`config.mk`:
```
export PLATFORM = sky130hd
export DESIGN_NAME = us_drive_ctrl
export DESIGN_NICKNAME = d
export VERILOG_FILES = /design/src/rtl/us_drive_ctrl.sv
export SDC_FILE = /design/constraint.sdc
export NUM_CORES = 1
export LEC_CHECK = 0
export BUFFER_PORTS_ARGS = -buffer_cell sky130_fd_sc_hd__buf_2
export CAP_MARGIN = 20
export CORE_MARGIN = 1.5
export CORE_UTILIZATION = 25
export CTS_CLUSTER_DIAMETER = 120
export CTS_CLUSTER_SIZE = 16
export DETAILED_ROUTE_END_ITERATION = 6
export MAX_ROUTING_LAYER = met4
export SYNTH_ARGS = -nofsm -noshare
export SYNTH_HDL_FRONTEND = slang
export SYNTH_SLANG_ARGS = --single-unit
export TNS_END_PERCENT = 5
```
`constraint.sdc`:
```
create_clock -name clk -period 3 [get_ports clk]
set_input_delay 0.45 -clock clk [delete_from_list [all_inputs] [get_ports clk]]
set_output_delay 0.45 -clock clk [all_outputs]
set_load 0.02 [all_outputs]
```
`src/rtl/us_drive_ctrl.sv`:
```
// us_drive_ctrl: ramps a transducer drive level toward a commanded target, writes each level to the
// DAC over req/ack, and runs a TX pulse burst / RX listen window. Optional macro: AUTO_LISTEN_EN.
module us_drive_ctrl #(
  parameter int unsigned AMOUNT_WIDTH = 8,
  parameter int unsigned DAC_WIDTH    = 12,
  parameter int unsigned LEVEL_MAX    = 255,
  parameter int unsigned STEP_DIV     = 100,
  parameter int unsigned BURST_LEN    = 8,
  parameter int unsigned HALF_PER     = 25,
  parameter int unsigned RX_WIN       = 1000
) (
  input  logic                    clk,
  input  logic                    rst_n,
  input  logic                    valid,
  input  logic                    on,
  input  logic                    off,
  input  logic                    increase,
  input  logic                    decrease,
  input  logic                    send,
  input  logic                    receive,
  input  logic [AMOUNT_WIDTH-1:0] amount,
  output logic [DAC_WIDTH-1:0]    dac_data,
  output logic                    dac_wr,
  input  logic                    dac_ack,
  output logic                    tx_pulse,
  output logic                    rx_gate,
  output logic                    enabled,
  output logic                    busy,
  output logic [AMOUNT_WIDTH-1:0] level,
  output logic                    cmd_drop
);

  localparam int unsigned SHIFT   = DAC_WIDTH - AMOUNT_WIDTH;
  localparam int unsigned STEP_W  = (STEP_DIV > 1) ? $clog2(STEP_DIV) : 1;
  localparam int unsigned ACT_MAX = (RX_WIN > HALF_PER) ? RX_WIN : HALF_PER;
  localparam int unsigned ACT_W   = (ACT_MAX > 1) ? $clog2(ACT_MAX) : 1;
  localparam int unsigned HALVES  = 2 * BURST_LEN;
  localparam int unsigned HALF_W  = (HALVES > 1) ? $clog2(HALVES) : 1;
  localparam logic [AMOUNT_WIDTH-1:0] LVL_MAX = AMOUNT_WIDTH'(LEVEL_MAX);

  typedef enum logic [1:0] {S_IDLE = 2'd0, S_BURST = 2'd1, S_LISTEN = 2'd2} state_t;

  state_t                  state, state_d;
  logic [AMOUNT_WIDTH-1:0] target, target_d, level_d;
  logic [AMOUNT_WIDTH:0]   sum;
  logic [STEP_W-1:0]       step_cnt, step_cnt_d;
  logic [ACT_W-1:0]        act_cnt, act_cnt_d;
  logic [HALF_W-1:0]       half_cnt, half_cnt_d;
  logic                    off_pend, off_pend_d, enabled_d;
  logic                    dac_wr_d, tx_d, rx_d, drop_d;
  logic [DAC_WIDTH-1:0]    dac_data_d;
  logic                    cmd_off, cmd_on, cmd_dec, cmd_inc, cmd_send, cmd_rcv;

  // One command per cycle, highest priority strobe wins
  always_comb begin
    cmd_off  = valid & off;
    cmd_on   = valid & on & ~off;
    cmd_dec  = valid & decrease & ~off & ~on;
    cmd_inc  = valid & increase & ~off & ~on & ~decrease;
    cmd_send = valid & send & ~off & ~on & ~decrease & ~increase;
    cmd_rcv  = valid & receive & ~off & ~on & ~decrease & ~increase & ~send;
  end

  // Target, enable and reject handling
  always_comb begin
    sum        = {1'b0, target} + {1'b0, amount};
    target_d   = target;
    enabled_d  = enabled;
    off_pend_d = off_pend;
    drop_d     = ((cmd_inc | cmd_dec | cmd_send | cmd_rcv) & ~enabled) |
                 ((cmd_send | cmd_rcv) & enabled & (state != S_IDLE));
    if (cmd_off) begin
      target_d   = '0;
      off_pend_d = 1'b1;
    end else if (cmd_on) begin
      target_d = (amount > LVL_MAX) ? LVL_MAX : amount;
    end else if (cmd_inc && enabled) begin
      target_d = (sum > {1'b0, LVL_MAX}) ? LVL_MAX : sum[AMOUNT_WIDTH-1:0];
    end else if (cmd_dec && enabled) begin
      target_d = (amount >= target) ? '0 : target - amount;
    end
    if (cmd_on) begin
      enabled_d  = 1'b1;
      off_pend_d = 1'b0;
    end else if (off_pend && level == '0 && target == '0 && !dac_wr) begin
      // drive has fully wound down and the last DAC write has been accepted
      enabled_d  = 1'b0;
      off_pend_d = 1'b0;
    end
  end

  // Ramp toward target, stalled while a DAC write is outstanding
  always_comb begin
    level_d    = level;
    step_cnt_d = step_cnt;
    if (level == target) begin
      step_cnt_d = '0;
    end else if (!dac_wr) begin
      if (step_cnt == STEP_W'(STEP_DIV - 1)) begin
        step_cnt_d = '0;
        level_d    = (level < target) ? level + AMOUNT_WIDTH'(1) : level - AMOUNT_WIDTH'(1);
      end else begin
        step_cnt_d = step_cnt + STEP_W'(1);
      end
    end
    dac_wr_d   = dac_wr;
    dac_data_d = dac_data;
    if (level_d != level) begin
      dac_wr_d   = 1'b1;
      dac_data_d = DAC_WIDTH'(level_d) << SHIFT;
    end else if (dac_wr && dac_ack) begin
      dac_wr_d = 1'b0;
    end
  end

  // Burst / listen FSM next state
  always_comb begin
    state_d    = state;
    tx_d       = tx_pulse;
    rx_d       = rx_gate;
    act_cnt_d  = act_cnt;
    half_cnt_d = half_cnt;
    if (cmd_off) begin
      state_d    = S_IDLE;
      tx_d       = 1'b0;
      rx_d       = 1'b0;
      act_cnt_d  = '0;
      half_cnt_d = '0;
    end else begin
      case (state)
        S_IDLE: begin
          if (cmd_send && enabled) begin
            state_d    = S_BURST;
            tx_d       = 1'b1;
            act_cnt_d  = '0;
            half_cnt_d = '0;
          end else if (cmd_rcv && enabled) begin
            state_d   = S_LISTEN;
            rx_d      = 1'b1;
            act_cnt_d = '0;
          end
        end
        S_BURST: begin
          if (act_cnt == ACT_W'(HALF_PER - 1)) begin
            act_cnt_d = '0;
            if (half_cnt == HALF_W'(HALVES - 1)) begin
              tx_d       = 1'b0;
              half_cnt_d = '0;
`ifdef AUTO_LISTEN_EN
              state_d = S_LISTEN;
              rx_d    = 1'b1;
`else
              state_d = S_IDLE;
`endif
            end else begin
              half_cnt_d = half_cnt + HALF_W'(1);
              tx_d       = ~tx_pulse;
            end
          end else begin
            act_cnt_d = act_cnt + ACT_W'(1);
          end
        end
        S_LISTEN: begin
          if (act_cnt == ACT_W'(RX_WIN - 1)) begin
            state_d   = S_IDLE;
            rx_d      = 1'b0;
            act_cnt_d = '0;
          end else begin
            act_cnt_d = act_cnt + ACT_W'(1);
          end
        end
        default: state_d = S_IDLE;
      endcase
    end
  end

  always_ff @(posedge clk or negedge rst_n) begin
    if (!rst_n) begin
      state    <= S_IDLE;
      target   <= '0;
      level    <= '0;
      step_cnt <= '0;
      act_cnt  <= '0;
      half_cnt <= '0;
      off_pend <= 1'b0;
      enabled  <= 1'b0;
      dac_wr   <= 1'b0;
      dac_data <= '0;
      tx_pulse <= 1'b0;
      rx_gate  <= 1'b0;
      busy     <= 1'b0;
      cmd_drop <= 1'b0;
    end else begin
      state    <= state_d;
      target   <= target_d;
      level    <= level_d;
      step_cnt <= step_cnt_d;
      act_cnt  <= act_cnt_d;
      half_cnt <= half_cnt_d;
      off_pend <= off_pend_d;
      enabled  <= enabled_d;
      dac_wr   <= dac_wr_d;
      dac_data <= dac_data_d;
      tx_pulse <= tx_d;
      rx_gate  <= rx_d;
      busy     <= (state_d != S_IDLE);
      cmd_drop <= drop_d;
    end
  end

endmodule
```
# Word-level counts from Yosys, hierarchy flattened
# Cells that the tools add are included.
# W data, S select, Z words.
word_totals:
  reg_bits: 54
  latchBits: 0
  ram_bits: 0
  rom_bits: 0
  inputBits: 18
  output_inout_bits: 26
  wordCells: 149
  mem_count: 0
op_classes:
  addsub: 7
  n_mul: 0
  n_div: 0
  magnitude_cmp: 4
  eq_ne: 15
  shift: 0
  n_mux: 49
  bitwise_logic: 36
  reduce_logical: 24
ops:
  columns: ["cell", "count"]
  rows:
  - ["$mux W8", 11]
  - ["$mux W10", 5]
  - ["$pmux W10 S3", 1]
  - ["$and A1 B1 Y1", 24]
  - ["$mux W7", 3]
  - ["$logic_not A8 Y1", 2]
  - ["$mux W4", 4]
  - ["$mux W1", 15]
  - ["$ne A3 B3 Y1 const B", 5]
  - ["$mux W2", 6]
  - ["$add A10 B1 Y10 const B", 1]
  - ["$eq A10 B10 Y1 const B", 1]
  - ["$eq A10 B5 Y1 const B", 1]
  - ["$add A8 B8 Y9", 1]
  - ["$gt A9 B8 Y1 const B", 1]
  - ["$reduce_bool A3 Y1", 3]
  - ["$add A8 B1 Y8 const B", 1]
  - ["$eq A8 B8 Y1", 1]
  - ["$ge A8 B8 Y1", 1]
  - ["$gt A8 B8 Y1 const B", 1]
  - ["$logic_and A1 B1 Y1", 8]
  - ["$lt A8 B8 Y1", 1]
  - ["$ne A8 B8 Y1", 1]
  - ["$pmux W4 S2", 1]
  - ["21 further kinds", 36]

# Depth between registers and ports, before layout
depth:
  word_depth: 12
  mapped_depth: 15
  ltp_nobuf: 15

# Worst setup path before layout
# Ideal clock, no wire load.
synth_path:
  path_kind: "reg-to-reg"
  startpoint: "register level[1]"
  endpoint: "register dac_data[11]"
  setup_ns: 0.136
  t_arrival_ns: 2.843
  required_time_ns: 2.864
  setup_slack_ns: 0.021
  stages_incl_launch_ff: 14
  n_path_buf: 0
  period_less_slack_ns: 2.979
  path_cell_list: "dfrtp_1 ha_1 nor2b_1 o211ai_1 a21oi_1 a211o_1 ha_1 nand3_1 o211ai_1 nor4_1 nor3_1 xnor2_1 xor2_1 o21ai_0"
synth_via:
  elab_chain_cells: 6
  elab_cells_between_ends: 9
  classes_between: "add/sub: 2; order compare: 1; eq/ne: 2; mux: 4"
synth_rtl:
  columns: ["item", "line", "text"]
  rows:
  - ["start: declaration", "29", "output logic [AMOUNT_WIDTH-1:0] level,"]
  - ["start signal: assignment", "196", "level <= level_d;"]
  - ["$sub A8 B1 Y8 (tied with other cells)", "101", "level_d = (level < target) ? level + AMOUNT_WIDTH'(1) : level - AMOUNT_WIDTH'(1);"]
  - ["$mux W8", "101", null]
  - ["$mux W8", "99", "if (step_cnt == STEP_W'(STEP_DIV - 1)) begin"]
  - ["$mux W8", "98", "end else if (!dac_wr) begin"]
  - ["$mux W8", "96", "if (level == target) begin"]
  - ["$ne A8 B8 Y1", "108", "if (level_d != level) begin"]
  - ["end signal: assignment", "203", "dac_data <= dac_data_d;"]
  - ["end: declaration", "22", "output logic [DAC_WIDTH-1:0] dac_data,"]
# Parallel ways exist; a longest one is shown, timed or not.
# A chain may end at the register's enable or synchronous reset.

# Final worst setup path
layout_path:
  startpoint: "register target[1]"
  endpoint: "register dac_data[11]"
layout_via:
  elab_chain_cells: 6
  elab_cells_between_ends: 7
  classes_between: "order compare: 1; eq/ne: 2; mux: 4"
layout_rtl:
  columns: ["item", "line", "text"]
  rows:
  - ["start: declaration", "44", "logic [AMOUNT_WIDTH-1:0] target, target_d, level_d;"]
  - ["start signal: assignment", "195", "target <= target_d;"]
  - ["$lt A8 B8 Y1", "101", null]
  - ["$mux W8", "101", null]
  - ["$mux W8", "99", null]
  - ["$mux W8", "98", null]
  - ["$mux W8 (*)", "96", null]
  - ["$ne A8 B8 Y1", "108", null]
# Mark *: on every way between the ends. The rest lies on a longest branch, timed or not.

==> impl_metrics.env <==
export IMPL_crit_required_ns=3.16
export IMPL_cp_arrival_ns=3.14
export IMPL_root_buffer="clkbuf_16"
export IMPL_period_share_pct=99.47
export IMPL_port_buffers=39
export IMPL_holdWs_ns=0.05756
export IMPL_die_h_um=129.1
export IMPL_numClockSinks=54
export IMPL_grt_first_pass_wirelength_mm=16.61
export IMPL_viasPerCell=4.905
export IMPL_period_minus_slack_ns=2.984
export IMPL_vias=3654
export IMPL_synth_distinct_cells=60
export IMPL_grt_total_usage_pct=12.88
export IMPL_yosysSeqAreaShare_pct=34.02
export IMPL_slew_limit_headroom_pct=53.13
export IMPL_power_leakage_nw=2.229
export IMPL_synth_cells=474
export IMPL_tns_ns=0
export IMPL_yosys_top_cells_area="dfrtp_1 (34%), ha_1 (12%), o21ai_0 (6.7%)"
export IMPL_numCtsBuffers=5
export IMPL_synth_compound_area_share_pct=21.04
export IMPL_power_density_mw_per_mm2=443.2
export IMPL_end_kind="flip-flop"
export IMPL_clock_path_buffers=2
export IMPL_max_freq_ghz=0.3351
export IMPL_r2r_slack_ns=0.02
export IMPL_crit_fanout=6
export IMPL_yosysTopAreaCell="dfrtp_1"
export IMPL_ff2ff_path_depth=14
export IMPL_htreeDepth=2
export IMPL_tightestPinTransition_ns=0.6977
export IMPL_status="finished clean"
export IMPL_synth_edf_count=0
export IMPL_design_core_area_mm2=0.01537
export IMPL_final_util_pct=31.25
export IMPL_syn_cell_area_mm2=0.003973
export IMPL_ys_ff_latch=54
export IMPL_grt_remaining_overflow=0
export IMPL_fin_nets=592
export IMPL_max_cap_violations=0
export IMPL_drtAntennaViolNets=0
export IMPL_synth_top_area_share_pct=34.02
export IMPL_r2r_start="target[1]"
export IMPL_peakVddDrop_v=0.0002490
export IMPL_synth_warnings=0
export IMPL_synth_flop_cell="dfrtp_1"
export IMPL_worstSetupStartpointType="flip-flop"
export IMPL_place_ws_ns=-0.02043
export IMPL_postCtsHoldBufs=0
export IMPL_synthSimpleGateAreaFrac_pct=22.93
export IMPL_clock_latency_ns=0.30
export IMPL_async_flop_share_pct=100.0
export IMPL_setup_slack_ns=0.01586
export IMPL_layout_drive_gt1_share_pct=17.04
export IMPL_wl_per_cell_um=13.65
export IMPL_dieArea_mm2=0.01666
export IMPL_antenna_found_initial=0
export IMPL_dp_hpwl_mm=8.011
export IMPL_worstSetupPathType="flip-flop to flip-flop"
export IMPL_timing_final_hold_violations=0
export IMPL_rows=45
export IMPL_drc=0
export IMPL_gp_congestion=0.8907
export IMPL_cts_tree="yes"
export IMPL_n_antenna_cell=0
export IMPL_synth_xor_area_share_pct=2.866
export IMPL_setup_violations=0
export IMPL_grt_pass1_vias=3409
export IMPL_syn_avg_cell_area_um2=8.381
export IMPL_p_total_mw=2.129
export IMPL_firstDrtPassIters=5
export IMPL_totalWireLength_mm=10.17
export IMPL_ios=44
export IMPL_area_growth_pct=20.91
export IMPL_initial_core_util_pct=25.84
export IMPL_synth_adder_area_share_pct=13.48
export IMPL_die_x_um=129.1
export IMPL_first_iter_violations=227
export IMPL_grt_start_max_net_pins=41
export IMPL_clkTransAtPathRegs_ns=0.07
export IMPL_synthMuxAreaShare_pct=0.2520
export IMPL_hp_class="primary input to asynchronous set/reset pin"
export IMPL_slew_viol_final=0
export IMPL_r2r_end="dac_data[11]"
export IMPL_rsz0062_at_grt="true"
export IMPL_clock_skew_ns=0.006672
export IMPL_synth_top_family_by_area="simple AND/OR/NAND/NOR gates"
## placed cells by master, fill, tap and decap left out, drive strengths merged, types with 7 or more instances in the layout
cell    instances
a21oi          26
a22oi           7
buf            65
dfrtp          54
ha             38
inv            35
nand2          48
nand2b         15
nand3          15
nand4           7
nor2           40
nor2b           8
nor3           13
o21ai          54
xnor2           8
## per-layer routing
| metal | GRT usage [%] | wire, um |
|---|---|---|
| met4 | 3.239 | 116 |
| met1 | 16.79 | 4871 |
| met2 | 20.76 | 4760 |
| met5 | - | 0 |
| met3 | 2.271 | 424 |
## through the flow
step	cells	area, um^2
after detailed placement	733	4528
after CTS	741	4732
final	745	4803
after global placement	733	4528
after floorplan	477	3984
after global routing	745	4803
## kinds of logic after synthesis
kind of cell,after synthesis
and+or+nand+nor,180
other,1
muxes,1
adders and majority gates,41
DFF,54
AOI/OAI and AO/OA,133
buffers and inverters,51
xor gates and xnor gates,13
## power breakdown
part / switching (mW) / leakage, nW / internal (mW)
clock network: 0.275 / 0.0836 / 0.392
registers: 0.0452 / 0.738 / 0.776
logic: 0.368 / 1.41 / 0.273
## layout make-up
| cell class | count | area [um^2] |
|---|---|---|
| inverter | 35 | 131.4 |
| tap | 211 | 264.0 |
| multi-input combinational | 372 | 2501 |
| clock inverter | 3 | 40.04 |
| timing repair buffer | 65 | 390.4 |
| fill | 1615 | 10570 |
| sequential | 54 | 1351 |
| clock buffer | 5 | 125.1 |
## worst max-delay path: stages, from the launching register on
cell and delay [ns]:
dfrtp_1 0.39, inv_2 0.09, ha_4 0.20, nor2b_1 0.12
o211ai_1 0.15, a21oi_1 0.10, a211o_2 0.43, buf_4 0.17
buf_4 0.14, ha_1 0.20, nor4_1 0.29, nor3_1 0.10
xnor2_1 0.22, xor2_1 0.17, o21ai_1 0.07
## worst max-delay path by stage
stage	cells after the start	end	slack, ns	start
after global routing	14	dac_data[11]	-0.13	target[1]
after detailed placement	13	dac_data[11]	-0.02	level[1]
final	14	dac_data[11]	0.02	target[1]
after CTS	13	dac_data[11]	0.002	level[1]
after global placement	14	dac_data[11]	0.08	target[1]
after floorplan	13	dac_data[11]	0.02	level[1]
## Yosys cell counts, drive strengths merged (2+ instances only)
| cell type | number |
|---|---|
| a21oi | 26 |
| a211oi | 3 |
| a22o | 3 |
| and2 | 3 |
| nor2b | 8 |
| nand2b | 15 |
| nor2 | 40 |
| buf | 8 |
| nor4b | 3 |
| nand3 | 15 |
| inv | 35 |
| clkbuf | 8 |
| dfrtp | 54 |
| nor3 | 13 |
| fa | 3 |
| a21o | 5 |
| ha | 38 |
| o211ai | 5 |
| xor2 | 5 |
| o21ai | 54 |
| or3 | 4 |
| nand4 | 7 |
| nand2 | 48 |
| nor4 | 6 |
| o31ai | 6 |
| a31oi | 2 |
| or2 | 4 |
| a32o | 2 |
| a22oi | 7 |
| o41ai | 3 |
| o221ai | 3 |
| xnor2 | 8 |
| o21a | 2 |
| o21bai | 2 |
| a221oi | 3 |
| and3 | 6 |
## state kept, by name, indices dropped and copies added, names as in the netlist
register and count:
off_pend 1, rx_gate 1, step_cnt 7, enabled 1
level 8, act_cnt 10, cmd_drop 1, busy 1
state 2, dac_wr 1, target 8, dac_data 8
half_cnt 4, tx_pulse 1
## timing repair
action,in CTS,in global routing
setup buffers,0,4
resized for setup,4,8
pin swaps,3,12
endpoints found under the setup margin,4,4
hold endpoints to repair,0,0
(Power assumes the default switching activity.)
